**config.mk**
```make
export PLATFORM = sky130hd
export DESIGN_NAME = axis_frame_length_adjust
export DESIGN_NICKNAME = d
export VERILOG_FILES = /design/src/rtl/axis_frame_length_adjust_pkg.sv /design/src/rtl/axis_output_register.sv /design/src/rtl/axis_frame_length_adjust.sv
export SDC_FILE = /design/constraint.sdc
export NUM_CORES = 1
export LEC_CHECK = 0
export BUFFER_PORTS_ARGS = -buffer_cell sky130_fd_sc_hd__buf_2
export CORE_MARGIN = 10
export CORE_UTILIZATION = 50
export DETAILED_ROUTE_END_ITERATION = 6
export GPL_TIMING_DRIVEN = 0
export PLACE_DENSITY = 0.73
export SLEW_MARGIN = 20
export SYNTH_ARGS = -nofsm -noshare
export SYNTH_HDL_FRONTEND = slang
export SYNTH_SLANG_ARGS = --single-unit
```
**constraint.sdc**
```tcl
create_clock -name clk -period 3 [get_ports clk]
set_input_delay 0.15 -clock clk [delete_from_list [all_inputs] [get_ports clk]]
set_output_delay 0.15 -clock clk [all_outputs]
set_load 0.01 [all_outputs]
```
**src/rtl/axis_frame_length_adjust_pkg.sv**
```systemverilog
// Shared types and constants for the AXI-stream frame length adjuster.
package axis_frame_length_adjust_pkg;

    localparam int CNT_W = 16;

    typedef enum logic [1:0] {
        TRANSFER = 2'd0,
        PAD      = 2'd1,
        TRUNCATE = 2'd2
    } state_e;

endpackage

```
**src/rtl/axis_output_register.sv**
```systemverilog
// Single-stage AXI-stream output register.
// Holds its word stable until the downstream handshake completes.
module axis_output_register #(
    parameter int DATA_WIDTH = 8
) (
    input  logic                  clk,
    input  logic                  rst,
    input  logic                  load_i,
    input  logic [DATA_WIDTH-1:0] data_i,
    input  logic                  last_i,
    input  logic                  user_i,
    input  logic                  ready_i,
    output logic                  free_o,
    output logic                  valid_o,
    output logic [DATA_WIDTH-1:0] data_o,
    output logic                  last_o,
    output logic                  user_o
);

    logic                  valid_q;
    logic [DATA_WIDTH-1:0] data_q;
    logic                  last_q;
    logic                  user_q;

    assign free_o  = !valid_q || ready_i;
    assign valid_o = valid_q;
    assign data_o  = data_q;
    assign last_o  = last_q;
    assign user_o  = user_q;

    always_ff @(posedge clk) begin
        if (rst) begin
            valid_q <= 1'b0;
            data_q  <= '0;
            last_q  <= 1'b0;
            user_q  <= 1'b0;
        end else if (free_o) begin
            valid_q <= load_i;
            if (load_i) begin
                data_q <= data_i;
                last_q <= last_i;
                user_q <= user_i;
            end
        end
    end

endmodule

```
**src/rtl/axis_frame_length_adjust.sv**
```systemverilog
// Pads short frames and truncates long frames on an AXI stream,
// reporting one status record per input frame.
module axis_frame_length_adjust
    import axis_frame_length_adjust_pkg::*;
#(
    parameter int                    DATA_WIDTH = 8,
    parameter int                    LENGTH_MIN = 4,
    parameter int                    LENGTH_MAX = 8,
    parameter logic [DATA_WIDTH-1:0] PAD_BYTE   = '0
) (
    input  logic                  clk,
    input  logic                  rst,
    input  logic [DATA_WIDTH-1:0] input_axis_tdata,
    input  logic                  input_axis_tvalid,
    output logic                  input_axis_tready,
    input  logic                  input_axis_tlast,
    input  logic                  input_axis_tuser,
    output logic [DATA_WIDTH-1:0] output_axis_tdata,
    output logic                  output_axis_tvalid,
    input  logic                  output_axis_tready,
    output logic                  output_axis_tlast,
    output logic                  output_axis_tuser,
    output logic                  status_valid,
    output logic                  status_frame_pad,
    output logic                  status_frame_truncate,
    output logic [15:0]           status_frame_length
);

    localparam logic [CNT_W-1:0] MIN_C = CNT_W'(LENGTH_MIN);
    localparam logic [CNT_W-1:0] MAX_C = CNT_W'(LENGTH_MAX);

    state_e           state_q, state_d;
    logic [CNT_W-1:0] out_cnt_q, out_cnt_d;
    logic [CNT_W-1:0] in_cnt_q, in_cnt_d;
    logic             user_q, user_d;
    logic             st_vld_q;
    logic             st_pad_q, st_pad_d;
    logic             st_trunc_q, st_trunc_d;
    logic [CNT_W-1:0] st_len_q, st_len_d;
    logic             st_pulse;

    logic [CNT_W-1:0] out_inc;
    logic [CNT_W-1:0] in_inc;
    logic             in_ready;
    logic             reg_free;
    logic             ld;
    logic [DATA_WIDTH-1:0] ld_data;
    logic             ld_last;
    logic             ld_user;

    assign out_inc = out_cnt_q + CNT_W'(1);
    assign in_inc  = (in_cnt_q == '1) ? in_cnt_q : in_cnt_q + CNT_W'(1);

    always_comb begin
        state_d    = state_q;
        out_cnt_d  = out_cnt_q;
        in_cnt_d   = in_cnt_q;
        user_d     = user_q;
        in_ready   = 1'b0;
        ld         = 1'b0;
        ld_data    = input_axis_tdata;
        ld_last    = 1'b0;
        ld_user    = 1'b0;
        st_pulse   = 1'b0;
        st_pad_d   = 1'b0;
        st_trunc_d = 1'b0;
        st_len_d   = in_cnt_q;
        unique case (state_q)
            TRANSFER: begin
                in_ready = reg_free && !rst;
                if (input_axis_tvalid && in_ready) begin
                    ld        = 1'b1;
                    out_cnt_d = out_inc;
                    in_cnt_d  = in_inc;
                    if (input_axis_tlast) begin
                        if (out_inc >= MIN_C) begin
                            ld_last   = 1'b1;
                            ld_user   = input_axis_tuser;
                            st_pulse  = 1'b1;
                            st_len_d  = in_inc;
                            out_cnt_d = '0;
                            in_cnt_d  = '0;
                        end else begin
                            user_d  = input_axis_tuser;
                            state_d = PAD;
                        end
                    end else if (out_inc == MAX_C) begin
                        ld_last = 1'b1;
                        state_d = TRUNCATE;
                    end
                end
            end
            PAD: begin
                if (reg_free) begin
                    ld        = 1'b1;
                    ld_data   = PAD_BYTE;
                    out_cnt_d = out_inc;
                    if (out_inc == MIN_C) begin
                        ld_last   = 1'b1;
                        ld_user   = user_q;
                        st_pulse  = 1'b1;
                        st_pad_d  = 1'b1;
                        out_cnt_d = '0;
                        in_cnt_d  = '0;
                        state_d   = TRANSFER;
                    end
                end
            end
            TRUNCATE: begin
                // Drain surplus input even while the output is stalled.
                in_ready = !rst;
                if (input_axis_tvalid && in_ready) begin
                    in_cnt_d = in_inc;
                    if (input_axis_tlast) begin
                        st_pulse   = 1'b1;
                        st_trunc_d = 1'b1;
                        st_len_d   = in_inc;
                        out_cnt_d  = '0;
                        in_cnt_d   = '0;
                        state_d    = TRANSFER;
                    end
                end
            end
            default: state_d = TRANSFER;
        endcase
    end

    always_ff @(posedge clk) begin
        if (rst) begin
            state_q    <= TRANSFER;
            out_cnt_q  <= '0;
            in_cnt_q   <= '0;
            user_q     <= 1'b0;
            st_vld_q   <= 1'b0;
            st_pad_q   <= 1'b0;
            st_trunc_q <= 1'b0;
            st_len_q   <= '0;
        end else begin
            state_q   <= state_d;
            out_cnt_q <= out_cnt_d;
            in_cnt_q  <= in_cnt_d;
            user_q    <= user_d;
            st_vld_q  <= st_pulse;
            if (st_pulse) begin
                st_pad_q   <= st_pad_d;
                st_trunc_q <= st_trunc_d;
                st_len_q   <= st_len_d;
            end
        end
    end

    axis_output_register #(
        .DATA_WIDTH(DATA_WIDTH)
    ) u_oreg (
        .clk    (clk),
        .rst    (rst),
        .load_i (ld),
        .data_i (ld_data),
        .last_i (ld_last),
        .user_i (ld_user),
        .ready_i(output_axis_tready),
        .free_o (reg_free),
        .valid_o(output_axis_tvalid),
        .data_o (output_axis_tdata),
        .last_o (output_axis_tlast),
        .user_o (output_axis_tuser)
    );

    assign input_axis_tready     = in_ready;
    assign status_valid          = st_vld_q;
    assign status_frame_pad      = st_pad_q;
    assign status_frame_truncate = st_trunc_q;
    assign status_frame_length   = st_len_q;

endmodule

```
---- Word-level counts from Yosys, hierarchy flattened ----
Cells that the tools add are included.
operators by class
  $add $sub $neg .......................... 2
  reductions and logical operators ........ 13
  bitwise gates (word level) .............. 1
  muxes and demuxes ....................... 56
  $lt $le $gt $ge ......................... 1
  equal/unequal tests ..................... 12
operators by type and width
  kind                   count
  $mux 16                20
  $pmux 16 s3            2
  $add 16x1->16 const B  2
  $pmux 16 s2            1
  $mux 1                 18
  $eq 16x16->1 const B   1
  $eq 16x3->1 const B    1
  $eq 16x4->1 const B    1
  $ge 16x3->1 const B    1
  $mux 2                 8
  $ne 2x2->1 const B     5
  $reduce_and 5->1       2
  $mux 8                 1
  $pmux 1 s2             4
  $reduce_and 7->1       1
  $ne 3x3->1 const B     2
  $pmux 2 s3             1
  $reduce_and 4->1       1
  $logic_and 1x1->1      3
  $pmux 1 s3             1
  $reduce_bool 3->1      1
  $eq 2x1->1 const B     1
  $eq 2x2->1 const B     1
  $logic_not 1->1        2
  4 further kinds        4
word-level totals
  flip-flop bits (word level) ............. 65
  bits of input ports ..................... 14
  output and inout bits ................... 31
  logic and storage cells ................. 97

---- Depth between registers and ports, before layout ----
Gate-level depths: netlist (run 1).
  depth after elaboration ................. 7
  gate-level depth with buffers ........... 12
  mapped depth without buffers ............ 10

---- Cells and area by module ----
A second synthesis (run 1) with hierarchy kept.
second synthesis, totals
  cell total of the unflattened synthesis .. 541
  area, all modules ....................... 4,286.6 sq um
by module, submodules not included
  module                    seq. area each (sq um)  instances  area each (sq um)  cells an instance
  axis_frame_length_adjust  1,081.0                 1          3,782.4            492
  axis_output_register      220.2                   1          504.2              49

---- Worst setup path before layout (run 1) ----
OpenSTA, ideal clock, no wires.
  path type ............................... flip-flop to flip-flop
  from .................................... register out_cnt_q[0]
  to ...................................... register in_cnt_q[8]
  path buffers ............................ 2
  cell stages (with the launch flop) ...... 12
  period minus slack after synthesis ...... 2.951 ns
  setup time .............................. 0.070 ns
  required time ........................... 2.930 ns
  arrival ................................. 2.880 ns
  path slack .............................. 0.049 ns
  cell sequence ........................... dfxtp_1 > ha_1 > and2_1 > buf_2 > a31oi_1 > o32a_1 > or2_1 > o31ai_4 > or3b_1 > buf_2 > or3_1 > a21oi_1
on the way
  cells in the longest elaborated chain, start to end .. 6
RTL lines
  what                      RTL line                         source
  start: declaration        axis_frame_length_adjust.sv:33   logic [CNT_W-1:0] out_cnt_q, out_cnt_d;
  start signal: assignment  axis_frame_length_adjust.sv:140  out_cnt_q <= out_cnt_d;
  $add 16x1->16 (*)         axis_frame_length_adjust.sv:51   assign out_inc = out_cnt_q + CNT_W'(1);
  $ge 16x3->1               axis_frame_length_adjust.sv:76   if (out_inc >= MIN_C) begin
  $mux 16                   axis_frame_length_adjust.sv:76
  $mux 16                   axis_frame_length_adjust.sv:75   if (input_axis_tlast) begin
  $mux 16                   axis_frame_length_adjust.sv:71   if (input_axis_tvalid && in_ready) begin
  $pmux 16 s3               axis_frame_length_adjust.sv:68   unique case (state_q)
  end signal: assignment    axis_frame_length_adjust.sv:141  in_cnt_q <= in_cnt_d;
  end: declaration          axis_frame_length_adjust.sv:34   logic [CNT_W-1:0] in_cnt_q, in_cnt_d;
Mark *: on every way between the ends. The rest lies on a longest branch, timed or not. The select of a mux whose other input is x is not followed.
A chain may end at the register's enable or synchronous reset.

---- Worst setup path after layout (run 1) ----
  from .................................... register out_cnt_q[1]
  to ...................................... register in_cnt_q[1]
Same word-level chain as after synthesis.

==> flow_summary.json, run 1 <==
{
  "post-route-period-util_pct": 99.34,
  "cts_num_sinks": 65,
  "cp-end-kind": "register",
  "cp-start-kind": "register",
  "finalWirelength_um": 10880,
  "worst-path-buf-inv": 2,
  "ys_ff_latch": 65,
  "min_path_type": "in -> reg",
  "core-area_um2": 7176,
  "tightest_slew_ns": 0.6802,
  "io_buffers": 42,
  "grt.overflow.total": 0,
  "synth_edf_count": 0,
  "crit_arrival_ns": 3.26,
  "gp_congestion": 0.9279,
  "rsz0062_at_grt": "true",
  "yosysUniqueCellTypes": 63,
  "tns_ns": 0,
  "cellPowerDensity_nw_per_um2": 451.0,
  "yosys_warnings": 0,
  "vdd_drop_max_uv": 289.4,
  "seq_area_um2": 1309,
  "drc_errors": 0,
  "synth_ff_type": "dfxtp_1",
  "clk_path_buf_depth": 2,
  "htree_num_levels": 3,
  "drt_iter0_markers": 275,
  "grt_max_degree": 12,
  "slew_headroom_pct": 54.49,
  "fin_crit_ns": 2.980,
  "status": "finished clean",
  "dp_slack_ns": -0.6213,
  "synth_fp_nets": 491,
  "finalNonFillerCells": 640,
  "dieArea_um2": 11150,
  "path_cells": "buf_4 > and3_4 > a2111oi_4 > a31oi_2 > or3_4 > o31ai_4 > or3b_4 > buf_6 > or3b_1 > a21oi_2",
  "final_max_slew_viol_count": 0,
  "multiInputGateArea_um2": 2352,
  "crit_path_max_incr_delay_ns": 0.44,
  "max_freq_mhz": 335.6,
  "dieHeight_um": 105.6,
  "critPathKind": "reg -> reg",
  "path_delay_family": "simple AND/OR/NAND/NOR gates",
  "clkTransAtPathRegs_ns": 0.08,
  "initial_core_util_pct": 51.05,
  "numCtsBuffers": 9,
  "syn_inst": 471,
  "ant_nets": 0,
  "slowest_stage": "or3_4",
  "cts_tree": "yes",
  "dp.cells": 612,
  "syn_area_per_cell_um2": 7.778,
  "boundaryPins": 45,
  "drv_cap": 0,
  "hold_viol_final": 0,
  "ys_seq_area_share_pct": 35.52,
  "drive_above_1_share_pct": 21.44,
  "rows": 31,
  "dp_hpwl_um": 7509,
  "n_fill_cell": 624,
  "vias": 3824,
  "vias_per_cell": 5.975,
  "clock_latency_ns": 0.35,
  "clock-root-buffer": "clkbuf_8",
  "hold_slack_ns": 0.04393,
  "crit_required_ns": 3.28,
  "finalClockSkew_ns": 0.01239,
  "die_w_um": 105.6,
  "final_cell_mix": "nor2_1 (70), dfxtp_1 (63), buf_2 (44)",
  "antenna_found_initial": 0,
  "grt_pass1_wl_um": 17580,
  "syn_area_um2": 3664,
  "n_antenna_cell": 0,
  "finalSetupViolCount": 0,
  "async_reset_ff_share_pct": 0,
  "drt-pass1-iter-count": 7,
  "synthToLayoutAreaGrowth_pct": 24.32,
  "final_common_cell": "nor2_1",
  "finalNetCount": 556,
  "grt_pass1_vias": 3570,
  "crit_fanout": 5,
  "avgRoutedWirePerCell_um": 17.00,
  "hold_buffers": 0,
  "power_leakage_nw": 1.703,
  "setup_ws_ns": 0.01984,
  "grt_usage_pct": 19.06
}
-- state kept, by name, summed over array words and instances (netlist names) --
name / cells
u_oreg.valid_o: 1
u_oreg.last_o: 1
in_cnt_q: 16
state_q: 2
status_valid: 1
status_frame_pad: 1
u_oreg.data_o: 8
status_frame_length: 16
out_cnt_q: 16
status_frame_truncate: 1
u_oreg.user_o: 1
user_q: 1
-- path summary, 6_finish.rpt --
path / depth (start not counted) / slack [ns] / from / to
max: 10 / 0.02 / out_cnt_q[1] / in_cnt_q[1]
min: 3 / 0.04 / input_axis_tdata[3] / u_oreg.data_o[3]
max reg2reg: 10 / 0.02 / out_cnt_q[1] / in_cnt_q[1]
min reg2reg: 2 / 0.49 / status_frame_length[5] / status_frame_length[5]
-- synthesized netlist by cell type, types with 8 or more instances --
| master | count | area share [%] |
|---|---|---|
| a21oi_1 | 34 | 4.6 |
| a22oi_1 | 9 | 1.8 |
| a31oi_1 | 10 | 1.7 |
| clkbuf_1 | 20 | 2.0 |
| dfxtp_1 | 65 | 36 |
| inv_1 | 8 | 0.82 |
| nand2_1 | 36 | 3.7 |
| nand2b_1 | 8 | 1.4 |
| nand3_1 | 23 | 3.1 |
| nand4_1 | 10 | 1.7 |
| nor2_1 | 70 | 7.2 |
| nor3_1 | 13 | 1.8 |
| o21ai_0 | 29 | 4.0 |
| or3_1 | 15 | 2.6 |
| xor2_1 | 11 | 2.6 |
-- metrics by stage --
| step | total power [mW] | utilization, % | instance area, um2 |
|---|---|---|---|
| detailed placement | 1.142 | 55.71 | 3998 |
| global placement | 1.138 | 55.71 | 3998 |
| CTS | 2.038 | 61.13 | 4387 |
| floorplan | 1.068 | - | 3664 |
| finish | 2.054 | 63.47 | 4554 |
| global route | 2.127 | 63.47 | 4554 |
-- per-layer routing --
layer | part of all wire [%] | GRT usage (%)
met1 | 42 | 22.03
met2 | 48 | 32.18
met3 | 6.9 | 5.420
met4 | 2.6 | 8.317
met5 | 0 | 0
-- worst reg2reg max path, cell delays in order, from the launching register on --
cell and delay [ns]:
dfxtp_4 0.36, buf_4 0.15, and3_4 0.16, a2111oi_4 0.35, a31oi_2 0.10, or3_4 0.44
o31ai_4 0.24, or3b_4 0.44, buf_6 0.14, or3b_1 0.39, a21oi_2 0.14
-- cell type report --
class / instances / share of cell area (%)
Tap cell: 99 / 2.720
Clock inverter: 4 / 1.621
Sequential cell: 65 / 28.74
Clock buffer: 12 / 3.626
Timing Repair Buffer: 57 / 7.198
Inverter: 8 / 0.6593
Buffer: 27 / 3.791
Multi-Input combinational cell: 368 / 51.65
-- what timing repair did --
item | 4_1_cts | 5_1_grt
setup endpoints to repair | 47 | 35
buffers inserted | 5 | 9
pin swaps | 7 | 19
gates resized for setup | 29 | 30
gates cloned | 0 | 1
-- cell families (layout without fill, tap and decap cells) --
kind of cell	count (synthesis)	in the layout	share of synthesized area, %
simple gates	215	215	29.92
compound gates	127	127	23.22
flops	65	65	35.52
buf+inv	38	108	4.440
xor+xnor	18	18	4.303
fa+ha+maj	6	6	2.049
mux	2	2	0.5465
-- where the power goes --
part / switching, mW / internal, mW / leakage, nW
Sequential: 0.0171 / 0.884 / 0.527
Combinational: 0.163 / 0.0941 / 1.05
Clock: 0.359 / 0.536 / 0.123
No activity file was read; power rests on OpenSTA's default activity.
==> inputs of run 2 (changes only) <==
--- a/config.mk
+++ b/config.mk
@@ -10,8 +10,9 @@
 export CORE_UTILIZATION = 50
 export DETAILED_ROUTE_END_ITERATION = 6
 export GPL_TIMING_DRIVEN = 0
-export PLACE_DENSITY = 0.73
+export PLACE_DENSITY = 0.72
 export SLEW_MARGIN = 20
 export SYNTH_ARGS = -nofsm -noshare
 export SYNTH_HDL_FRONTEND = slang
+export SYNTH_HIERARCHICAL = 1
 export SYNTH_SLANG_ARGS = --single-unit
==> run 2 against run 1 <==
The run now ends with negative setup slack left; non-clock buffer count rose by 21; hold slack worse by 0.025 ns; sequential cell count unchanged; sequential share of layout area decreased by 4.9 points; clock power fell by 13%; sequential power rose by 2%; global-route usage grew 0.62 points; via count up 23%; maximum frequency is 3.8% lower; synthesized cell count is 15% higher; utilization up 2.8 points; largest cell class unchanged.
==> flow_summary.json, run 2 <==
{
  "status": "complete, but fails checks",
  "violations": "negative setup slack",
  "synth.most_common_cell": "dfxtp_1",
  "synthToLayoutAreaGrowth_pct": 28.34,
  "cp_common_cell": "or4_4",
  "yosys.area_share.xor_xnor_pct": 4.495,
  "synth_edf_count": 0,
  "clock-root-buffer": "clkbuf_8",
  "post-route-period-util_pct": 103.3,
  "synth_area_leaders": "dfxtp_1 (30%), nor2_1 (4.9%), nand3_1 (4.4%)",
  "cp-start-kind": "register",
  "drt-pass1-iter-count": 6,
  "crit_arrival_ns": 3.39,
  "syn_area_per_cell_um2": 7.923,
  "vias": 4720,
  "syn_inst": 541,
  "critPathKind": "reg -> reg",
  "r2r-start": "out_cnt_q[0]",
  "cts_num_sinks": 65,
  "setup_ws_ns": -0.09817,
  "maxUsedRoutingLayer": "met4",
  "rows": 33,
  "drive_above_1_share_pct": 31.64,
  "core-area_um2": 8299,
  "synth.largest_area_cell": "dfxtp_1",
  "muxShareOfSynthArea_pct": 0.2335,
  "drt_iter0_markers": 587,
  "crit_required_ns": 3.29,
  "path_cells": "ha_4 > nand4_1 > or4_4 > xor2_4 > nand4_4 > buf_12 > nor4_4 > a211oi_4 > buf_6 > or4_4 > a21oi_2",
  "tns_ns": -0.09817,
  "clock_latency_ns": 0.36,
  "synth_ff_type": "dfxtp_1",
  "vdd_drop_max_uv": 253.1,
  "clkTransAtPathRegs_ns": 0.07,
  "grt_max_degree": 16,
  "cellPowerDensity_nw_per_um2": 415.2,
  "ys_ff_latch": 65,
  "crit_fanout": 6,
  "clk_path_buf_depth": 2,
  "wl_met2_um": 6213,
  "die_w_um": 112.6,
  "synth_compound_area_share_pct": 27.93,
  "boundaryPins": 45,
  "gp_congestion": 0.9169,
  "setup.worst_path.start": "out_cnt_q[0]",
  "grt_pass1_vias": 4290,
  "initial_core_util_pct": 51.65,
  "hold_buffers": 0,
  "power_leakage_nw": 1.991,
  "met3_length_um": 1620,
  "async_reset_ff_share_pct": 0,
  "synthAdderAreaFrac_pct": 1.751,
  "final_max_slew_viol_count": 0,
  "hold_viol_final": 0,
  "grt.overflow.total": 0,
  "max_freq_mhz": 322.8,
  "htree_num_levels": 3,
  "grt_pass1_wl_um": 21310,
  "finalWirelength_um": 14110,
  "slew_headroom_pct": 44.77,
  "min_from": "rst",
  "n_antenna_cell": 0,
  "cp-end-kind": "register",
  "crit_path_max_incr_delay_ns": 0.64,
  "dp_hpwl_um": 8940,
  "wl_met1_um": 5822,
  "yosys_warnings": 6,
  "drv_cap": 0,
  "finalSetupViolCount": 1,
  "dieHeight_um": 112.6,
  "dp.cells": 690,
  "antenna_found_initial": 0,
  "finalNonFillerCells": 734,
  "rsz0062_at_grt": "true",
  "final_cell_mix": "dfxtp_1 (62), buf_2 (51), nor2_1 (44), nand2_1 (44), nand3_1 (35)",
  "synth_fp_nets": 561,
  "synth_top_cell_area_share_pct": 30.36,
  "avgRoutedWirePerCell_um": 19.22,
  "tightest_slew_ns": 0.8215,
  "min_path_type": "in -> reg",
  "ys_seq_area_share_pct": 30.36,
  "syn_area_um2": 4287,
  "io_buffers": 44,
  "synth_top_family_by_area": "simple AND/OR/NAND/NOR gates",
  "numCtsBuffers": 9,
  "hold_slack_ns": 0.01909,
  "grt_usage_pct": 19.68,
  "cts_tree": "yes",
  "dieArea_um2": 12680,
  "ant_nets": 0,
  "synth_commonest_cells": "dfxtp_1 (65), nor2_1 (56), nand2_1 (46)",
  "slowest_stage": "or4_4",
  "yosysUniqueCellTypes": 73,
  "synth-simple-area-share_pct": 29.60,
  "fin_crit_ns": 3.098,
  "finalNetCount": 644,
  "drc_errors": 0,
  "vias_per_cell": 6.431,
  "final_common_cell": "dfxtp_1",
  "finalClockSkew_ns": 0.01320
}
-- run 2: cell count changes in the layout (fill, tap and decap cells not counted), sizes merged, moves of 11 or more --
cell / change
a21oi: +11
nand3: +16
nor2: -14
buf: +23
-- run 2: layer usage --
layer | vias to the layer above | GRT usage (%)
met5 | - | 0
met4 | 0 | 6.345
met3 | 68 | 5.591
met2 | 313 | 29.99
met1 | 2176 | 26.05
li1 | 2163 | -
-- run 2: timing repair --
action                     4_1_cts  5_1_grt
buffers inserted                12       12
gates cloned                     2        3
setup endpoints to repair       55       54
gates resized for setup         37       71
pin swaps                       17       38
-- run 2: layout make-up --
type | count | area (um2)
buffer | 33 | 212.7
clock buffer | 11 | 141.4
clock inverter | 5 | 55.05
fill | 658 | 2798
inverter | 18 | 67.56
multi-input combinational | 425 | 3073
sequential | 65 | 1310
tap | 105 | 131.4
timing repair buffer | 72 | 510.5
-- run 2: power breakdown --
group / switching, mW / internal, mW
Sequential: 0.0264 / 0.893
Clock: 0.372 / 0.404
Combinational: 0.357 / 0.232
Total: 0.755 / 1.53
-- run 2: through the flow --
stage / utilization, % / power [mW] / instance area [um2] / worst slack [ns]
global route: 66.29 / 2.354 / 5502 / -0.1849
CTS: 61.44 / 2.173 / 5099 / -0.04149
floorplan: - / 1.228 / 4299 / 0.02041
finish: 66.29 / 2.284 / 5502 / -0.09817
global placement: 56.04 / 1.341 / 4651 / -0.6392
detailed placement: 56.04 / 1.352 / 4651 / -0.6470
-- run 2: worst max-delay path, delay by kind of cell, from the launching register on --
kind            cells  cell delay [ns]
simple gates        5             1.80
flops               1             0.37
buf+inv             2             0.33
compound gates      2             0.22
xor+xnor            1             0.19
fa+ha+maj           1             0.13
-- run 2: final timing paths --
| check | to | slack [ns] | cells past startpoint |
|---|---|---|---|
| worst max-delay path | status_frame_length[13] | -0.1 | 11 |
| worst min-delay path | u_oreg/data_o[4] | 0.02 | 2 |
| worst max register to register | status_frame_length[13] | -0.1 | 11 |
| worst min register to register | status_frame_length[6] | 0.45 | 2 |
-- run 2: cells by family after synthesis --
family / count (synthesis)
AO/OA/AOI/OAI: 158
multiplexers: 1
XOR/XNOR: 22
flip-flops: 65
buffers and inverters: 52
AND/OR/NAND/NOR: 237
adder cells (fa/ha/maj): 6
==> inputs of run 3 (changes only) <==
--- a/config.mk
+++ b/config.mk
@@ -10,6 +10,7 @@
 export CORE_UTILIZATION = 50
 export DETAILED_ROUTE_END_ITERATION = 6
 export GPL_TIMING_DRIVEN = 0
+export MAX_ROUTING_LAYER = met4
 export PLACE_DENSITY = 0.72
 export SLEW_MARGIN = 20
 export SYNTH_ARGS = -nofsm -noshare
==> run 3 against run 2 <==
The flow now finishes without violations; clock-buffer cell count is the same; utilization is 0.68 points lower; power shrank 4.7%; critical path depth increased by 1; non-clock buffer count up 2; sequential share of layout area rose by 0.25 points; cell area decreased by 1.0%; critical path type unchanged; largest power group unchanged.
==> flow_summary.json, run 3 (synthesis gave the netlist of run 2 again) <==
{
  "dieArea_um2": 12680,
  "vias": 4671,
  "rows": 33,
  "final_util_pct": 65.61,
  "rsz0062_at_grt": "true",
  "r2r_cells": 12,
  "finalSetupViolCount": 0,
  "crit_fanout": 6,
  "dp_slack_ns": -0.7164,
  "final_cell_mix": "dfxtp_1 (62), nor2_1 (54), buf_2 (51)",
  "dp_hpwl_um": 9072,
  "vias_per_cell": 6.346,
  "drt-pass1-iter-count": 6,
  "min_path_type": "in -> reg",
  "finalNetCount": 646,
  "power_leakage_nw": 2.071,
  "ant_nets": 0,
  "core-area_um2": 8299,
  "setup_ws_ns": 0.01852,
  "hold_viol_final": 0,
  "dieHeight_um": 112.6,
  "final_common_cell": "dfxtp_1",
  "cts_num_sinks": 65,
  "grt_pass1_wl_um": 21780,
  "post-route-period-util_pct": 99.38,
  "critPathKind": "reg -> reg",
  "grt.overflow.total": 0,
  "drc_errors": 0,
  "final_max_slew_viol_count": 0,
  "drv_cap": 0,
  "grt_usage_pct": 20.96,
  "cp-start-kind": "register",
  "clock_latency_ns": 0.35,
  "drt_iter0_markers": 663,
  "fin_crit_ns": 2.981,
  "finalClockSkew_ns": 0.01245,
  "boundaryPins": 45,
  "tightest_slew_ns": 0.7629,
  "cellPowerDensity_nw_per_um2": 399.8,
  "total_power_mw": 2.177,
  "finalWirelength_um": 14010,
  "crit_arrival_ns": 3.24,
  "drive_above_1_share_pct": 28.05,
  "slew_headroom_pct": 49.14,
  "grt_pass1_vias": 4185,
  "initial_core_util_pct": 51.65,
  "hold_slack_ns": 0.08991,
  "die_w_um": 112.6,
  "clkTransAtPathRegs_ns": 0.08,
  "synthToLayoutAreaGrowth_pct": 27.03,
  "antenna_found_initial": 0,
  "cts_tree": "yes",
  "hold_path_depth": 3,
  "n_antenna_cell": 0,
  "max_freq_mhz": 335.4,
  "htree_num_levels": 3,
  "crit_required_ns": 3.26,
  "gp_congestion": 0.9259,
  "cp-end-kind": "register",
  "vdd_drop_max_uv": 204.0,
  "grt_max_degree": 16,
  "numCtsBuffers": 9,
  "clk_path_buf_depth": 2,
  "status": "finished clean",
  "clock-root-buffer": "clkbuf_8",
  "avgRoutedWirePerCell_um": 19.04,
  "tns_ns": 0,
  "io_buffers": 44
}
-- run 3: changes by cell type in the layout (fill, tap and decap cells not counted), moves of 5 or more --
cell    before  now
nor4_4       1    6
buf_6       16    8
nor2_2       9    1
nor4_2       5    0
buf_4       17   23
nor2_1      44   54
-- run 3: power by group --
part           switching [mW]  leakage [nW]  internal (mW)
clock network           0.369        0.0891          0.320
logic                   0.340          1.45          0.229
registers              0.0257         0.527          0.893
-- run 3: routing by layer --
layer  GRT usage [%]  up-vias  part of all wire, %
met5               -        -                    0
met4           5.415        0                  2.6
met3           5.431       40                  9.7
met2           30.91      251                   45
met1           27.74     2194                   43
li1                -     2186                    -
-- run 3: timing repair --
| action | CTS | global route |
|---|---|---|
| cloned | 1 | 4 |
| gates resized for setup | 22 | 49 |
| buffers inserted | 15 | 11 |
| endpoints found under the setup margin | 55 | 48 |
| hold buffers | 1 | 0 |
| hold endpoints to repair | 1 | 0 |
| pin swaps | 12 | 22 |
-- run 3: layout make-up --
type / instances / area (um2)
Sequential cell: 65 / 1310
Multi-Input combinational cell: 425 / 3018
Inverter: 18 / 67.56
Timing Repair Buffer: 74 / 544.3
Fill cell: 678 / 2854
Clock buffer: 11 / 141.4
Buffer: 33 / 201.4
Tap cell: 105 / 131.4
Clock inverter: 5 / 31.28
-- run 3: path summary, 6_finish.rpt --
path | slack, ns | start | endpoint
worst max register to register | 0.02 | out_cnt_q[0] | in_cnt_q[11]
worst max-delay path | 0.02 | out_cnt_q[0] | in_cnt_q[11]
worst min register to register | 0.46 | status_frame_length[6] | status_frame_length[6]
worst min-delay path | 0.09 | input_axis_tuser | user_q
-- run 3: worst max-delay path, cell delays in order, from the launching register on --
cell and delay [ns]:
dfxtp_4 0.37, ha_4 0.13, nand4_1 0.16, or4_4 0.57
xor2_4 0.17, nand4_4 0.12, buf_12 0.18, o41ai_4 0.34
buf_4 0.18, and2b_2 0.19, nand2_4 0.08, buf_8 0.14
o41ai_2 0.25
-- run 3: metrics by stage --
stage,instances,instance area [um2]
2_1_floorplan,541,4299
3_3_place_gp,690,4651
3_5_place_dp,690,4651
4_1_cts,723,5097
5_1_grt,736,5445
6_report,736,5445
